$ cat src/rtl/cpu_trace_buffer_pkg.sv
// cpu_trace_pkg: shared state encoding and sizing helpers for the CPU
// trace buffer and its storage RAM.
package cpu_trace_pkg;

  typedef enum logic [1:0] {
    ST_IDLE  = 2'd0,
    ST_ARMED = 2'd1,
    ST_POST  = 2'd2,
    ST_DONE  = 2'd3
  } trace_state_e;

  // Address width for a buffer of the given depth (never narrower than one bit).
  function automatic int ptr_w(input int depth);
    return (depth > 1) ? $clog2(depth) : 1;
  endfunction

endpackage

$ cat src/rtl/cpu_trace_buffer_trace_ram.sv
// trace_ram: simple dual-port sample store, one write port and one
// registered read port (1-cycle latency). The array itself has no reset;
// only the read register can be cleared so the readout bus starts at zero.
module trace_ram
  import cpu_trace_pkg::*;
#(
  parameter int DEPTH = 16,
  parameter int WIDTH = 32
) (
  input  logic                      clk,
  input  logic                      wr_en,
  input  logic [ptr_w(DEPTH)-1:0]   wr_addr,
  input  logic [WIDTH-1:0]          wr_data,
  input  logic                      rd_en,
  input  logic [ptr_w(DEPTH)-1:0]   rd_addr,
  input  logic                      rd_clr,
  output logic [WIDTH-1:0]          rd_data
);

  logic [WIDTH-1:0] mem_q [DEPTH];
  logic [WIDTH-1:0] rd_data_d;
  logic [WIDTH-1:0] rd_data_q;

  // Write port: the storage array keeps its contents across reset
  always_ff @(posedge clk) begin
    if (wr_en) begin
      mem_q[wr_addr] <= wr_data;
    end
  end

  // Read register next value: clear, load on read, otherwise hold
  always_comb begin
    rd_data_d = rd_data_q;
    if (rd_clr) begin
      rd_data_d = '0;
    end else if (rd_en) begin
      rd_data_d = mem_q[rd_addr];
    end else begin
      rd_data_d = rd_data_q;
    end
  end

  // Read register
  always_ff @(posedge clk) begin
    rd_data_q <= rd_data_d;
  end

  assign rd_data = rd_data_q;

endmodule

$ cat src/rtl/cpu_trace_buffer.sv
// cpu_trace_buffer: circular capture of NUM_CH x DATA_W channel samples
// around a trigger, with POST_TRIG samples kept after the trigger sample and
// oldest-first readout once capture is done.
// Optional build macro TRACE_CMP_TRIG_EN adds a TrigValue input; channel 0
// matching it counts as a trigger in addition to Trig.
module cpu_trace_buffer
  import cpu_trace_pkg::*;
#(
  parameter int DATA_W    = 8,
  parameter int NUM_CH    = 4,
  parameter int DEPTH     = 16,
  parameter int POST_TRIG = 8
) (
  input  logic                       Clock,
  input  logic                       Reset,
  input  logic                       Arm,
  input  logic                       SampleEn,
  input  logic [NUM_CH*DATA_W-1:0]   ChIn,
  input  logic                       Trig,
`ifdef TRACE_CMP_TRIG_EN
  input  logic [DATA_W-1:0]          TrigValue,
`endif
  input  logic                       RdEn,
  output logic [NUM_CH*DATA_W-1:0]   RdData,
  output logic                       RdValid,
  output logic [1:0]                 State,
  output logic                       Done,
  output logic                       Wrapped,
  output logic [ptr_w(DEPTH):0]      Count,
  output logic [ptr_w(DEPTH):0]      Remain
);

  localparam int PW = ptr_w(DEPTH);
  localparam int CW = PW + 1;
  localparam logic [PW-1:0] PTR_ONE   = PW'(1'b1);
  localparam logic [CW-1:0] CNT_ONE   = CW'(1'b1);
  localparam logic [CW-1:0] CNT_FULL  = CW'(DEPTH);
  localparam logic [PW-1:0] POST_INIT = PW'(POST_TRIG);

  trace_state_e  state_q, state_d;
  logic [PW-1:0] wr_ptr_q, wr_ptr_d;
  logic [PW-1:0] rd_ptr_q, rd_ptr_d;
  logic [PW-1:0] post_cnt_q, post_cnt_d;
  logic [CW-1:0] count_q, count_d;
  logic [CW-1:0] remain_q, remain_d;
  logic          wrapped_q, wrapped_d;
  logic          rd_valid_q, rd_valid_d;
  logic          done_q, done_d;
  logic          wr_en_s, rd_en_s;
  logic          trig_hit_s;
  logic          post_last_s;

`ifdef TRACE_CMP_TRIG_EN
  assign trig_hit_s = Trig | (ChIn[DATA_W-1:0] == TrigValue);
`else
  assign trig_hit_s = Trig;
`endif

  assign post_last_s = (post_cnt_q == PTR_ONE);

  // State register
  always_ff @(posedge Clock) begin
    if (Reset) begin
      state_q <= ST_IDLE;
    end else begin
      state_q <= state_d;
    end
  end

  // Next state: Arm restarts from anywhere, trigger and post countdown advance capture
  always_comb begin
    state_d = state_q;
    if (Arm) begin
      state_d = ST_ARMED;
    end else begin
      case (state_q)
        ST_ARMED: begin
          if (SampleEn && trig_hit_s) begin
            state_d = (POST_TRIG == 0) ? ST_DONE : ST_POST;
          end else begin
            state_d = ST_ARMED;
          end
        end
        ST_POST: begin
          if (SampleEn && post_last_s) begin
            state_d = ST_DONE;
          end else begin
            state_d = ST_POST;
          end
        end
        default: state_d = state_q;
      endcase
    end
  end

  // FSM outputs: Done follows the state being entered
  always_comb begin
    done_d = 1'b0;
    if (state_d == ST_DONE) begin
      done_d = 1'b1;
    end else begin
      done_d = 1'b0;
    end
  end

  // Capture side: write pointer, fill count, wrap flag, post-trigger countdown
  always_comb begin
    wr_en_s    = 1'b0;
    wr_ptr_d   = wr_ptr_q;
    count_d    = count_q;
    wrapped_d  = wrapped_q;
    post_cnt_d = post_cnt_q;
    if (Arm) begin
      wr_ptr_d   = '0;
      count_d    = '0;
      wrapped_d  = 1'b0;
      post_cnt_d = '0;
    end else if (((state_q == ST_ARMED) || (state_q == ST_POST)) && SampleEn) begin
      wr_en_s  = 1'b1;
      wr_ptr_d = wr_ptr_q + PTR_ONE;
      if (count_q == CNT_FULL) begin
        // Only overwriting while still waiting for the trigger loses pre-trigger history
        wrapped_d = wrapped_q | (state_q == ST_ARMED);
      end else begin
        count_d = count_q + CNT_ONE;
      end
      if (state_q == ST_POST) begin
        post_cnt_d = post_cnt_q - PTR_ONE;
      end else if (trig_hit_s) begin
        post_cnt_d = POST_INIT;
      end else begin
        post_cnt_d = post_cnt_q;
      end
    end else begin
      wr_en_s = 1'b0;
    end
  end

  // Readout side: load oldest pointer on DONE entry, step one entry per accepted read
  always_comb begin
    rd_en_s    = 1'b0;
    rd_valid_d = 1'b0;
    rd_ptr_d   = rd_ptr_q;
    remain_d   = remain_q;
    if (Arm) begin
      rd_ptr_d = '0;
      remain_d = '0;
    end else if ((state_q != ST_DONE) && (state_d == ST_DONE)) begin
      // A full buffer has count low bits of zero, so the oldest entry is at the write pointer
      rd_ptr_d = wr_ptr_d - count_d[PW-1:0];
      remain_d = count_d;
    end else if ((state_q == ST_DONE) && RdEn && (remain_q != '0)) begin
      rd_en_s    = 1'b1;
      rd_valid_d = 1'b1;
      rd_ptr_d   = rd_ptr_q + PTR_ONE;
      remain_d   = remain_q - CNT_ONE;
    end else begin
      rd_en_s = 1'b0;
    end
  end

  // Datapath registers with synchronous reset
  always_ff @(posedge Clock) begin
    if (Reset) begin
      wr_ptr_q   <= '0;
      rd_ptr_q   <= '0;
      post_cnt_q <= '0;
      count_q    <= '0;
      remain_q   <= '0;
      wrapped_q  <= 1'b0;
      rd_valid_q <= 1'b0;
      done_q     <= 1'b0;
    end else begin
      wr_ptr_q   <= wr_ptr_d;
      rd_ptr_q   <= rd_ptr_d;
      post_cnt_q <= post_cnt_d;
      count_q    <= count_d;
      remain_q   <= remain_d;
      wrapped_q  <= wrapped_d;
      rd_valid_q <= rd_valid_d;
      done_q     <= done_d;
    end
  end

  trace_ram #(
    .DEPTH (DEPTH),
    .WIDTH (NUM_CH*DATA_W)
  ) u_trace_ram (
    .clk     (Clock),
    .wr_en   (wr_en_s & ~Reset),
    .wr_addr (wr_ptr_q),
    .wr_data (ChIn),
    .rd_en   (rd_en_s & ~Reset),
    .rd_addr (rd_ptr_q),
    .rd_clr  (Reset),
    .rd_data (RdData)
  );

  assign State   = state_q;
  assign Done    = done_q;
  assign Wrapped = wrapped_q;
  assign Count   = count_q;
  assign Remain  = remain_q;
  assign RdValid = rd_valid_q;

endmodule

$ cat config.mk
export PLATFORM = sky130hd
export DESIGN_NAME = cpu_trace_buffer
export DESIGN_NICKNAME = d
export VERILOG_FILES = /design/src/rtl/cpu_trace_buffer_pkg.sv /design/src/rtl/cpu_trace_buffer_trace_ram.sv /design/src/rtl/cpu_trace_buffer.sv
export SDC_FILE = /design/constraint.sdc
export NUM_CORES = 1
export LEC_CHECK = 0
export CORE_MARGIN = 5
export CORE_UTILIZATION = 35
export DETAILED_ROUTE_END_ITERATION = 8
export GPL_TIMING_DRIVEN = 0
export SYNTH_ARGS = -nofsm -noshare
export SYNTH_HDL_FRONTEND = slang
export SYNTH_SLANG_ARGS = --single-unit
$ cat constraint.sdc
create_clock -name Clock -period 4.4 [get_ports Clock]
set_input_delay 0.66 -clock Clock [delete_from_list [all_inputs] [get_ports Clock]]
set_output_delay 0.66 -clock Clock [all_outputs]
set_load 0.02 [all_outputs]
==> results of run 1 <==
critical path: stages (launching register included):
cell	delay (ns)
dfxtp_1	0.38
inv_1	0.08
ha_1	0.28
buf_2	0.17
nor2b_1	0.23
clkbuf_1	0.44
nand2_1	0.41
xor2_1	0.29
nor2_1	0.08
ha_1	0.34
o21a_1	0.12
or4_1	0.52
nand4_1	0.11
nor3b_1	0.35
power by group:
part | total [mW] | switching [mW] | internal [mW]
Combinational | 0.399 | 0.224 | 0.175
Clock | 5.18 | 2.00 | 3.18
Sequential | 5.92 | 0.00773 | 5.91
worst max-delay path by stage:
stage,start,end,slack [ns],cells after the start
3_3_place_gp,Reset,u_trace_ram.mem_q[2][27],-1.57,5
3_5_place_dp,SampleEn,rd_ptr_q[3],0.09,11
2_1_floorplan,State[0],u_trace_ram.mem_q[7][0],0.94,7
4_1_cts,State[0],rd_ptr_q[3],0.46,13
5_1_grt,State[0],rd_ptr_q[3],0.20,13
6_report,State[0],rd_ptr_q[3],0.47,13
cells in the mapped netlist (3+ instances only):
master    count  area share
edfxtp_1    512        0.70
mux4_2      160        0.16
dfxtp_1      59       0.054
nand2_1      49      0.0083
nor2_1       42      0.0071
nand2b_1     33      0.0094
o21ai_1      32      0.0073
clkbuf_1     24      0.0041
ha_1         17      0.0096
a21oi_1      14      0.0032
buf_1        13      0.0022
inv_1        13      0.0022
buf_6        11      0.0056
buf_2         9      0.0020
nand3_1       8      0.0018
o21ai_0       7      0.0016
xor2_1        6      0.0024
a211oi_1      4      0.0014
nor2b_1       4      0.0011
nor3_1        4     0.00091
or3_1         4      0.0011
o22ai_1       3     0.00085
xnor2_1       3      0.0012
final cells by class:
class	instances	area [µm²]	area share
Sequential cell	571	16600	0.626
Buffer	57	308	0.0116
Tap cell	846	1060	0.0400
Timing Repair Buffer	100	1190	0.0450
Clock buffer	66	1490	0.0564
Clock inverter	40	527	0.0199
Inverter	13	48.8	0.00185
Multi-Input combinational cell	423	5260	0.199
state kept, by name, summed over array words and instances, names as in the netlist, 2 cells and up:
signal	cells
u_trace_ram.mem_q	512
u_trace_ram.rd_data	32
Count	5
Remain	5
post_cnt_q	4
rd_ptr_q	4
wr_ptr_q	4
State	2
kinds of logic (layout without fill, tap and decap cells):
logic type / Yosys count / count (layout)
xor gates and xnor gates: 9 / 9
AOI/OAI and AO/OA: 73 / 73
DFF: 571 / 571
muxes: 162 / 162
adders and majority gates: 18 / 18
and+or+nand+nor: 161 / 161
buffers and inverters: 70 / 276
metal layers:
metal / vias to the layer above / share of wire / GRT usage
met5: - / 0.00025 / 0
met2: 311 / 0.49 / 0.246
met1: 5781 / 0.43 / 0.210
li1: 4671 / - / -
met4: 2 / 0.018 / 0.0356
met3: 64 / 0.058 / 0.0274
stage by stage:
stage / hold WS [ns] / setup TNS (ns) / total power, mW / utilization / cell area, µm²
2_1_floorplan: 0.478 / 0 / 6.26 / - / 22100
3_3_place_gp: 0.455 / -730.28 / 6.43 / 0.382 / 24000
3_5_place_dp: 0.460 / 0 / 6.44 / 0.389 / 24400
4_1_cts: 0.472 / 0 / 11.6 / 0.421 / 26400
5_1_grt: 0.488 / 0 / 11.9 / 0.421 / 26400
6_report: 0.463 / 0 / 11.5 / 0.421 / 26400
==> results.md, run 1 <==
- CP Launch Type: flip-flop
- Pin count of the biggest net entering global routing: 24
- F_max: 255 MHz
- Syn avg cell area: 20.7 µm²
- Number of iterations in the first detailed-routing pass: 5
- Final ANT Viol Nets: 0
- FFs w/ async S/R, synth: 0
- Die area: 0.0681 mm²
- RePlAce Congestion: 0.723
- DP Worst Slack: 0.0869 ns
- Worst hold path stage count: 2
- Hold wc startpoint: u_trace_ram.rd_data[4]
- PortBufs: 84
- R2R Path Start: State[0]
- Largest family of logic cells by synthesized area: multiplexers
- HP Class: flip-flop to flip-flop
- First-pass GRT wire length: 75400 µm
- GRT overflow: 0
- Pwr dens: 435 mW/mm²
- Die W: 261 µm
- Max cap viols: 0
- N_diodes: 0
- Initial core utilization: 0.352
- Tot GR Track Use: 0.150
- FILL cells: 5402
- # IOs: 85
- Synth unique cells: 46
- Run status: finished clean
- Yosys warns: 0
- Commonest non-fill, non-tap cell in the layout: edfxtp_1
- RSZ-0062 raised after global routing: false
- Max Slew Vio Count: 0
- Req. time, crit path: 4.86 ns
- Post-synth EDFFs: 512
- Critical path class: flip-flop to flip-flop
- Share of post-route cells with drive strength above 1: 0.240
- Setup WS post-layout: 0.475 ns
- Max IR drop VDD: 0.000335 V
- # H-tree levels: 2
- Area growth syn-to-layout: 19.9%
- Worst skew pair latency: 0.59 ns
- Drt first-iter violations: 884
- Inst Count DP: 2010
- # DRC: 0
- Clk slew on worst S/H paths: 0.06 ns
- CTS sink count: 571
- Fin. Hold Viols: 0
- # resized after CTS: 0
- Area of the mapped netlist: 0.0221 mm²
- Setup slack, reg-to-reg: 0.47 ns
- Routed WL: 51200 µm
- Post-Synth Adder-Cell Area: 0.0106
- Vias in the first global route: 11125
- Final min period: 3.93 ns
- Syn_nets: 1120
- Simple-gate share of the synthesized area: 0.0355
- Routed via count: 10829
- Post-DP HPWL: 32300 µm
- RR Endpoint: rd_ptr_q[3]
- Commonest non-fill, non-tap cells in the layout: edfxtp_1, mux4_2, clkdlybuf4s50_1
- R2R depth: 13
- Synth Area in Compound Gates: 0.0192
- Post CTS Setup Buffer Count: 0
- Max clock buf depth: 3
- WP data arrival: 4.38 ns
- Crit end category: flip-flop
- Worst Tran Pin Value: 1.17 ns
- Final Cycle Share: 0.892
- # rows: 92
- Post-synthesis mux area share: 0.164
- CORE AREA: 0.0627 mm²
- Hold EP: u_trace_ram.rd_data[4]
- Endpoints failing setup: 0
- Crit path max fanout: 10
- Clock skew: 0.0102 ns
- Die height: 261 µm
- Fin cells: 2116
- Seq cells post-synth: 571
- Root buf cell: clkbuf_16
- Syn Inst Count: 1064
- Post-Synth XOR/XNOR Area: 0.00357
- Antenna violations before repair: 1
- Leakage: 8.00 nW
- Max-Slew Margin vs Limit: 0.223
- TritonCTS clock tree: built
- Ys flop type: edfxtp_1
- Nets: 1278
- Register area share after synthesis: 0.751
- Post-DR wirelength/cell: 24.2 µm
- CTS buffer count: 56
- Post-CTS Hold Fix Bufs: 0
- Vias per inst: 5.12
Power figures use the tool's default switching activity.
==> inputs of run 2 (changes only) <==
--- a/config.mk
+++ b/config.mk
@@ -9,6 +9,8 @@
 export CORE_UTILIZATION = 35
 export DETAILED_ROUTE_END_ITERATION = 8
 export GPL_TIMING_DRIVEN = 0
+export HOLD_SLACK_MARGIN = 0.02
+export SKIP_CTS_REPAIR_TIMING = 1
 export SYNTH_ARGS = -nofsm -noshare
 export SYNTH_HDL_FRONTEND = slang
 export SYNTH_SLANG_ARGS = --single-unit
==> results of run 2 <==
The final DEF is identical to that of run 1; final timing and power are the same.
